## src/rtl/imsic_msi_arbiter.sv

```systemverilog
// imsic_msi_arbiter
//   Shares the IMSIC setipnum write port among NrReq MSI requesters. Each requester
//   pushes into its own FIFO. A round-robin arbiter pops at most one head per cycle,
//   and the head becomes a registered one-hot setipnum write strobe into the per-hart
//   interrupt files. MSIs with ipnum 0 or an out-of-range hart or file are
//   handshaken but never stored, and a saturating counter records them.
// Ports
//   i_clk, ni_rst                    clock, async active-low reset
//   i_req_valid / o_req_ready        per-requester handshake
//   i_req_hart/file/ipnum            per-requester MSI target and identity
//   o_setipnum, o_setipnum_we        per hart/file identity and write strobe (<=1 bit set)
//   o_drop_cnt                       saturating count of rejected MSIs
//   o_busy                           any FIFO non-empty or strobe in flight

// Per-requester FIFO. Ready and non-empty come from registered state only.
module imsic_msi_fifo #(
    parameter int DW    = 8,
    parameter int Depth = 4
) (
    input  logic          i_clk,
    input  logic          ni_rst,
    input  logic          push,
    input  logic          pop,
    input  logic [DW-1:0] wdata,
    output logic [DW-1:0] rdata,
    output logic          ready,
    output logic          nonempty
);
    localparam int AW = $clog2(Depth);

    logic [DW-1:0] mem [Depth];
    logic [AW-1:0] wr_ptr, rd_ptr;
    logic [AW:0]   count;

    always_ff @(posedge i_clk or negedge ni_rst) begin
        if (!ni_rst) begin
            wr_ptr <= '0;
            rd_ptr <= '0;
            count  <= '0;
        end else begin
            // Pointers wrap naturally because Depth is a power of two.
            if (push) wr_ptr <= wr_ptr + 1'b1;
            if (pop)  rd_ptr <= rd_ptr + 1'b1;
            case ({push, pop})
                2'b10:   count <= count + 1'b1;
                2'b01:   count <= count - 1'b1;
                default: count <= count;
            endcase
        end
    end

    // Storage needs no reset: count gates every read.
    always_ff @(posedge i_clk) begin
        if (push) mem[wr_ptr] <= wdata;
    end

    assign rdata    = mem[rd_ptr];
    assign ready    = (count != (AW+1)'(Depth));
    assign nonempty = (count != '0);
endmodule

module imsic_msi_arbiter #(
    parameter int NrReq       = 2,
    parameter int NrHarts     = 4,
    parameter int NrInptFiles = 3,
    parameter int NrSources   = 64,
    parameter int FifoDepth   = 4,
    localparam int HartW = (NrHarts > 1) ? $clog2(NrHarts) : 1,
    localparam int FileW = (NrInptFiles > 1) ? $clog2(NrInptFiles) : 1,
    localparam int SrcW  = $clog2(NrSources)
) (
    input  logic                                         i_clk,
    input  logic                                         ni_rst,
    input  logic [NrReq-1:0]                             i_req_valid,
    output logic [NrReq-1:0]                             o_req_ready,
    input  logic [NrReq-1:0][HartW-1:0]                  i_req_hart,
    input  logic [NrReq-1:0][FileW-1:0]                  i_req_file,
    input  logic [NrReq-1:0][SrcW-1:0]                   i_req_ipnum,
    output logic [NrHarts-1:0][NrInptFiles-1:0][SrcW-1:0] o_setipnum,
    output logic [NrHarts-1:0][NrInptFiles-1:0]          o_setipnum_we,
    output logic [15:0]                                  o_drop_cnt,
    output logic                                         o_busy
);
    localparam int PtrW = (NrReq > 1) ? $clog2(NrReq) : 1;
    localparam logic [HartW:0] HartLim = (HartW+1)'(NrHarts);
    localparam logic [FileW:0] FileLim = (FileW+1)'(NrInptFiles);

    typedef struct packed {
        logic [HartW-1:0] hart;
        logic [FileW-1:0] file;
        logic [SrcW-1:0]  ipnum;
    } msi_t;

    msi_t [NrReq-1:0] head;
    logic [NrReq-1:0] msi_ok, accept, push, pop, reject, nonempty;

    logic [PtrW-1:0]  rr_ptr, gnt_idx, cand;
    logic [PtrW:0]    idx;
    logic             grant;
    msi_t             gnt_msi;
    logic [16:0]      drop_sum;

    for (genvar r = 0; r < NrReq; r++) begin : g_req
        assign msi_ok[r] = (i_req_ipnum[r] != '0)
                         && ({1'b0, i_req_hart[r]} < HartLim)
                         && ({1'b0, i_req_file[r]} < FileLim);
        assign accept[r] = i_req_valid[r] & o_req_ready[r];
        assign push[r]   = accept[r] & msi_ok[r];
        assign reject[r] = accept[r] & ~msi_ok[r];
        assign pop[r]    = grant & (gnt_idx == PtrW'(r));

        imsic_msi_fifo #(.DW($bits(msi_t)), .Depth(FifoDepth)) u_fifo (
            .i_clk   (i_clk),
            .ni_rst  (ni_rst),
            .push    (push[r]),
            .pop     (pop[r]),
            .wdata   ({i_req_hart[r], i_req_file[r], i_req_ipnum[r]}),
            .rdata   (head[r]),
            .ready   (o_req_ready[r]),
            .nonempty(nonempty[r])
        );
    end

    // Round-robin search from rr_ptr, wrapping modulo NrReq; first non-empty FIFO wins.
    always_comb begin
        grant   = 1'b0;
        gnt_idx = '0;
        idx     = '0;
        cand    = '0;
        for (int i = 0; i < NrReq; i++) begin
            idx = {1'b0, rr_ptr} + (PtrW+1)'(i);
            if (idx >= (PtrW+1)'(NrReq)) idx = idx - (PtrW+1)'(NrReq);
            cand = idx[PtrW-1:0];
            if (!grant && nonempty[cand]) begin
                grant   = 1'b1;
                gnt_idx = cand;
            end
        end
    end

    assign gnt_msi = head[gnt_idx];

    // Rejects from all requesters in one cycle are summed, then clamped.
    always_comb begin
        drop_sum = {1'b0, o_drop_cnt};
        for (int r = 0; r < NrReq; r++) drop_sum = drop_sum + 17'(reject[r]);
    end

    always_ff @(posedge i_clk or negedge ni_rst) begin
        if (!ni_rst) begin
            rr_ptr        <= '0;
            o_setipnum    <= '0;
            o_setipnum_we <= '0;
            o_drop_cnt    <= '0;
        end else begin
            o_drop_cnt    <= drop_sum[16] ? 16'hFFFF : drop_sum[15:0];
            o_setipnum    <= '0;
            o_setipnum_we <= '0;
            if (grant) begin
                rr_ptr <= (gnt_idx == PtrW'(NrReq - 1)) ? '0 : gnt_idx + 1'b1;
                o_setipnum_we[gnt_msi.hart][gnt_msi.file] <= 1'b1;
                o_setipnum[gnt_msi.hart][gnt_msi.file]    <= gnt_msi.ipnum;
            end
        end
    end

    assign o_busy = (|nonempty) | (|o_setipnum_we);
endmodule
```

## config.mk

```make
export PLATFORM = sky130hd
export DESIGN_NAME = imsic_msi_arbiter
export DESIGN_NICKNAME = d
export VERILOG_FILES = /design/src/rtl/imsic_msi_arbiter.sv
export SDC_FILE = /design/constraint.sdc
export NUM_CORES = 1
export LEC_CHECK = 0
export ABC_AREA = 1
export CORE_MARGIN = 2
export CORE_UTILIZATION = 40
export CTS_CLUSTER_SIZE = 20
export DETAILED_ROUTE_END_ITERATION = 8
export PLACE_DENSITY = 0.68
export SYNTH_ARGS = -nofsm -noshare
export SYNTH_HDL_FRONTEND = slang
export SYNTH_HIERARCHICAL = 1
export SYNTH_SLANG_ARGS = --single-unit
export TNS_END_PERCENT = 50
```

## constraint.sdc

```tcl
create_clock -name i_clk -period 2.65 [get_ports i_clk]
set_clock_uncertainty 0.2 [all_clocks]
set_input_delay 0.265 -clock i_clk [delete_from_list [all_inputs] [get_ports i_clk]]
set_output_delay 0.265 -clock i_clk [all_outputs]
set_load 0.01 [all_outputs]
```

==> summary.md, run 1 <==
| Metric | Value |
|---|---|
| Status | finished, final reports clean |
| Crit path top cell by count | inv_1 |
| Post-synth ARST share | 59.0% |
| Post-route ant nets | 0 |
| Slew HR | 50.7% |
| FF-to-FF path depth | 12 |
| Syn nets | 742 |
| Most frequent cells in the layout | clkdlybuf4s50_1 (124), nand2_1 (122), dfrtp_1 (115) |
| Initial antenna violation count | 0 |
| Slowest cell on the critical path | dfrtp_1 |
| Total of max-cap violations | 0 |
| Worst path top cell family by delay | simple AND/OR/NAND/NOR gates |
| Layout cells sized above 1 | 15.8% |
| Post-Route WL | 16000 um |
| Reg area | 5280 um2 |
| Netlist cell types | 35 |
| Nets | 902 |
| Tmin final | 2520 ps |
| Yosys reg bits | 195 |
| Nature of the critical path startpoint | register |
| Critical Path RT | 2180 ps |
| RR Endpoint | g_req[0].u_fifo/count[2]$_DFFE_PN0P_ |
| Crit-path cells | inv_1 -> nand3_1 -> or2_4 -> inv_1 -> nand4_1 -> dlygate4sd2_1 |
| Crit path DAT | 2060 ps |
| Setup WS post-layout | 127 ps |
| Clock transition at the registers of the reported paths | 80 ps |
| Max Slew Vio Count | 0 |
| Final Hold Fails | 0 |
| Area of the multi-input gates | 2230 um2 |
| Worst skew pair latency | 430 ps |
| Post-synth EDFFs | 80 |
| Gr usage total | 15.9% |
| Fillers | 1778 |
| Routability Congestion | 0.731 |
| Max frequency | 0.396 GHz |
| CP peak stage delay | 400 ps |
| H-tree depth | 4 |
| Worst slew pin tran | 739 ps |
| Peak supply drop | 0.606 mV |
| DP Worst Slack | -344 ps |
| Number of global-route vias before repair | 5274 |
| Row cnt | 52 |
| Instance count on the critical path | 6 |
| Remaining DRCs | 0 |
| Syn-to-layout area delta | 28.4% |
| Die Y | 146 um |
| WS Path Type | register to output pin |
| CTS Buf Count | 17 |
| Clk buf depth | 2 |
| Iter 0 DRT Violations | 231 |
| Non-Filler Instances | 1147 |
| Gate Count Post-Synth | 704 |
| Routed vias | 5235 |
| GRT overflow | 0 |
| Mapped Area | 8100 um2 |
| Root buffer cell | clkbuf_16 |
| CP Capture Type | output pin |
| Commonest non-fill, non-tap cell in the layout | clkdlybuf4s50_1 |
| Reg2reg setup slack | 260 ps |
| Ys Warns | 6 |
| Avg WL per Cell | 14.0 um |
| Hold crit path type | input port to async pin |
| Final setup viols | 0 |
| # port buffers | 126 |
| Largest net degree at the start of global routing | 80 |
| Initial DRT Pass Iterations | 6 |
| Worst hold slack | 158 ps |
| Die area | 21400 um2 |
| # diodes | 0 |
| Leakage | 4.88 nW |
| Crit Path Max Fanout | 3 |
| Tcrit/Tclk final | 95.2% |
| Bufs and invs on worst path | 3 |
| Synth Flop Type | dfrtp_1 |
| Avg Vias per Cell | 4.56 |
| Die extent in x | 146 um |
| DP HPWL | 11500 um |
| I/O Pins | 127 |
| Placed cell count | 1114 |
| Sink Count | 195 |
| Sequential fraction of the synthesis area | 65.2% |
| R2r startpoint | g_req[0].u_fifo/count[0]$_DFFE_PN0P_ |
| Power per Cell Area | 1140 nW/um2 |
| RSZ-0062 raised after global routing | no |
| Syn_area_per_cell | 11.5 um2 |
| Core area | 20000 um2 |
| CTS tree | yes |
| Initial core utilization | 40.4% |
| Global-route wire length before repair | 26400 um |
==> flip-flops by register name, summed over array words and instances, names as in the netlist <==
signal,flops
o_setipnum_we,12
o_drop_cnt,16
o_setipnum,72
rr_ptr,1
g_req.u_fifo/wr_ptr,4
g_req.u_fifo/rd_ptr,4
g_req.u_fifo/count,6
g_req.u_fifo/mem,80
==> what timing repair did <==
| item | in CTS | in global routing |
|---|---|---|
| gates cloned | 0 | 0 |
| setup buffers | 0 | 0 |
| gates resized for setup | 3 | 6 |
| setup endpoints to repair | 15 | 16 |
| hold endpoints to repair | 36 | 0 |
| hold buffers | 1 | 0 |
==> metal layers <==
layer | up-vias | wire, um | global-route usage (%)
li1 | 2581 | - | -
met1 | 2500 | 7220 | 20.4
met2 | 136 | 7620 | 26.0
met3 | 18 | 914 | 4.31
met4 | 0 | 273 | 5.68
met5 | - | 0 | 0
==> cell type report <==
| type | count | share of cell area, % |
|---|---|---|
| Clock inverter | 15 | 1.53 |
| Multi-Input combinational cell | 380 | 21.4 |
| Timing Repair Buffer | 166 | 15.2 |
| Tap cell | 270 | 3.25 |
| Inverter | 104 | 3.75 |
| Clock buffer | 17 | 4.09 |
| Sequential cell | 195 | 50.7 |
==> synth_stat cells (3+ instances only) <==
| library cell | count | area share, % |
|---|---|---|
| nand3b_1 | 6 | 0.56 |
| edfxtp_1 | 80 | 30 |
| ha_1 | 11 | 1.7 |
| nand2_1 | 123 | 5.7 |
| nor3_1 | 3 | 0.19 |
| inv_2 | 4 | 0.19 |
| nor2_4 | 5 | 0.69 |
| dfrtp_1 | 115 | 36 |
| or2_2 | 4 | 0.31 |
| xnor2_1 | 4 | 0.43 |
| fa_1 | 3 | 0.74 |
| nor2_1 | 78 | 3.6 |
| inv_1 | 100 | 4.6 |
| o211ai_2 | 6 | 0.93 |
| xor2_1 | 8 | 0.86 |
| nor4_1 | 3 | 0.23 |
| nand2_4 | 15 | 2.1 |
| o21ai_2 | 4 | 0.43 |
| buf_4 | 5 | 0.46 |
| nand3_1 | 28 | 1.7 |
| o21ai_1 | 4 | 0.25 |
| nand2_2 | 8 | 0.62 |
| nor2_2 | 11 | 0.85 |
| nand4_1 | 7 | 0.54 |
| o21ai_0 | 7 | 0.43 |
| buf_6 | 10 | 1.4 |
| buf_2 | 7 | 0.43 |
| o211ai_1 | 34 | 3.1 |
==> per-stage QoR <==
stage	setup TNS [ps]	total power (W)	util, %	area (um2)
after detailed placement	-4900	0.00950	48.8	9780
after global placement	-3990	0.00935	48.8	9780
after floorplan	0	0.00797	-	8100
after global routing	0	0.0127	51.9	10400
final	0	0.0118	51.9	10400
after CTS	0	0.0120	51.8	10400
==> cell families after synthesis <==
kind of cell	count (synthesis)	synth area share, %
buf+inv	129	7.72
compound gates	57	5.31
xor+xnor	12	1.30
simple gates	297	18.1
fa+ha+maj	14	2.44
flops	195	65.2
==> worst max path at each step <==
| stage | slack (ps) | to | startpoint |
|---|---|---|---|
| CTS | 1 | o_drop_cnt[2]$_DFF_PN0_ | g_req[1].u_fifo/count[0]$_DFFE_PN0P_ |
| finish | 130 | o_busy | g_req[0].u_fifo/count[0]$_DFFE_PN0P_ |
| floorplan | 290 | o_drop_cnt[9]$_DFF_PN0_ | g_req[1].u_fifo/count[0]$_DFFE_PN0P_ |
| detailed placement | -340 | o_drop_cnt[14]$_DFF_PN0_ | i_req_ipnum[7] |
| global route | 20 | o_busy | g_req[0].u_fifo/count[0]$_DFFE_PN0P_ |
| global placement | -280 | o_drop_cnt[15]$_DFF_PN0_ | i_req_ipnum[7] |
==> where the power goes <==
group	internal [W]	total [W]	switching [W]
Sequential	0.00380	0.00404	0.000244
Clock	0.00126	0.00248	0.00121
Combinational	0.00189	0.00532	0.00343
Power figures use the tool's default switching activity.
==> run 2: changes to the inputs <==
--- a/config.mk
+++ b/config.mk
@@ -8,9 +8,11 @@
 export ABC_AREA = 1
 export CORE_MARGIN = 2
 export CORE_UTILIZATION = 40
+export CTS_CLUSTER_DIAMETER = 50
 export CTS_CLUSTER_SIZE = 20
 export DETAILED_ROUTE_END_ITERATION = 8
 export PLACE_DENSITY = 0.68
+export SLEW_MARGIN = 25
 export SYNTH_ARGS = -nofsm -noshare
 export SYNTH_HDL_FRONTEND = slang
 export SYNTH_HIERARCHICAL = 1
==> results of run 2 <==
No change in the layout: final DEF, timing and power equal those of run 1.
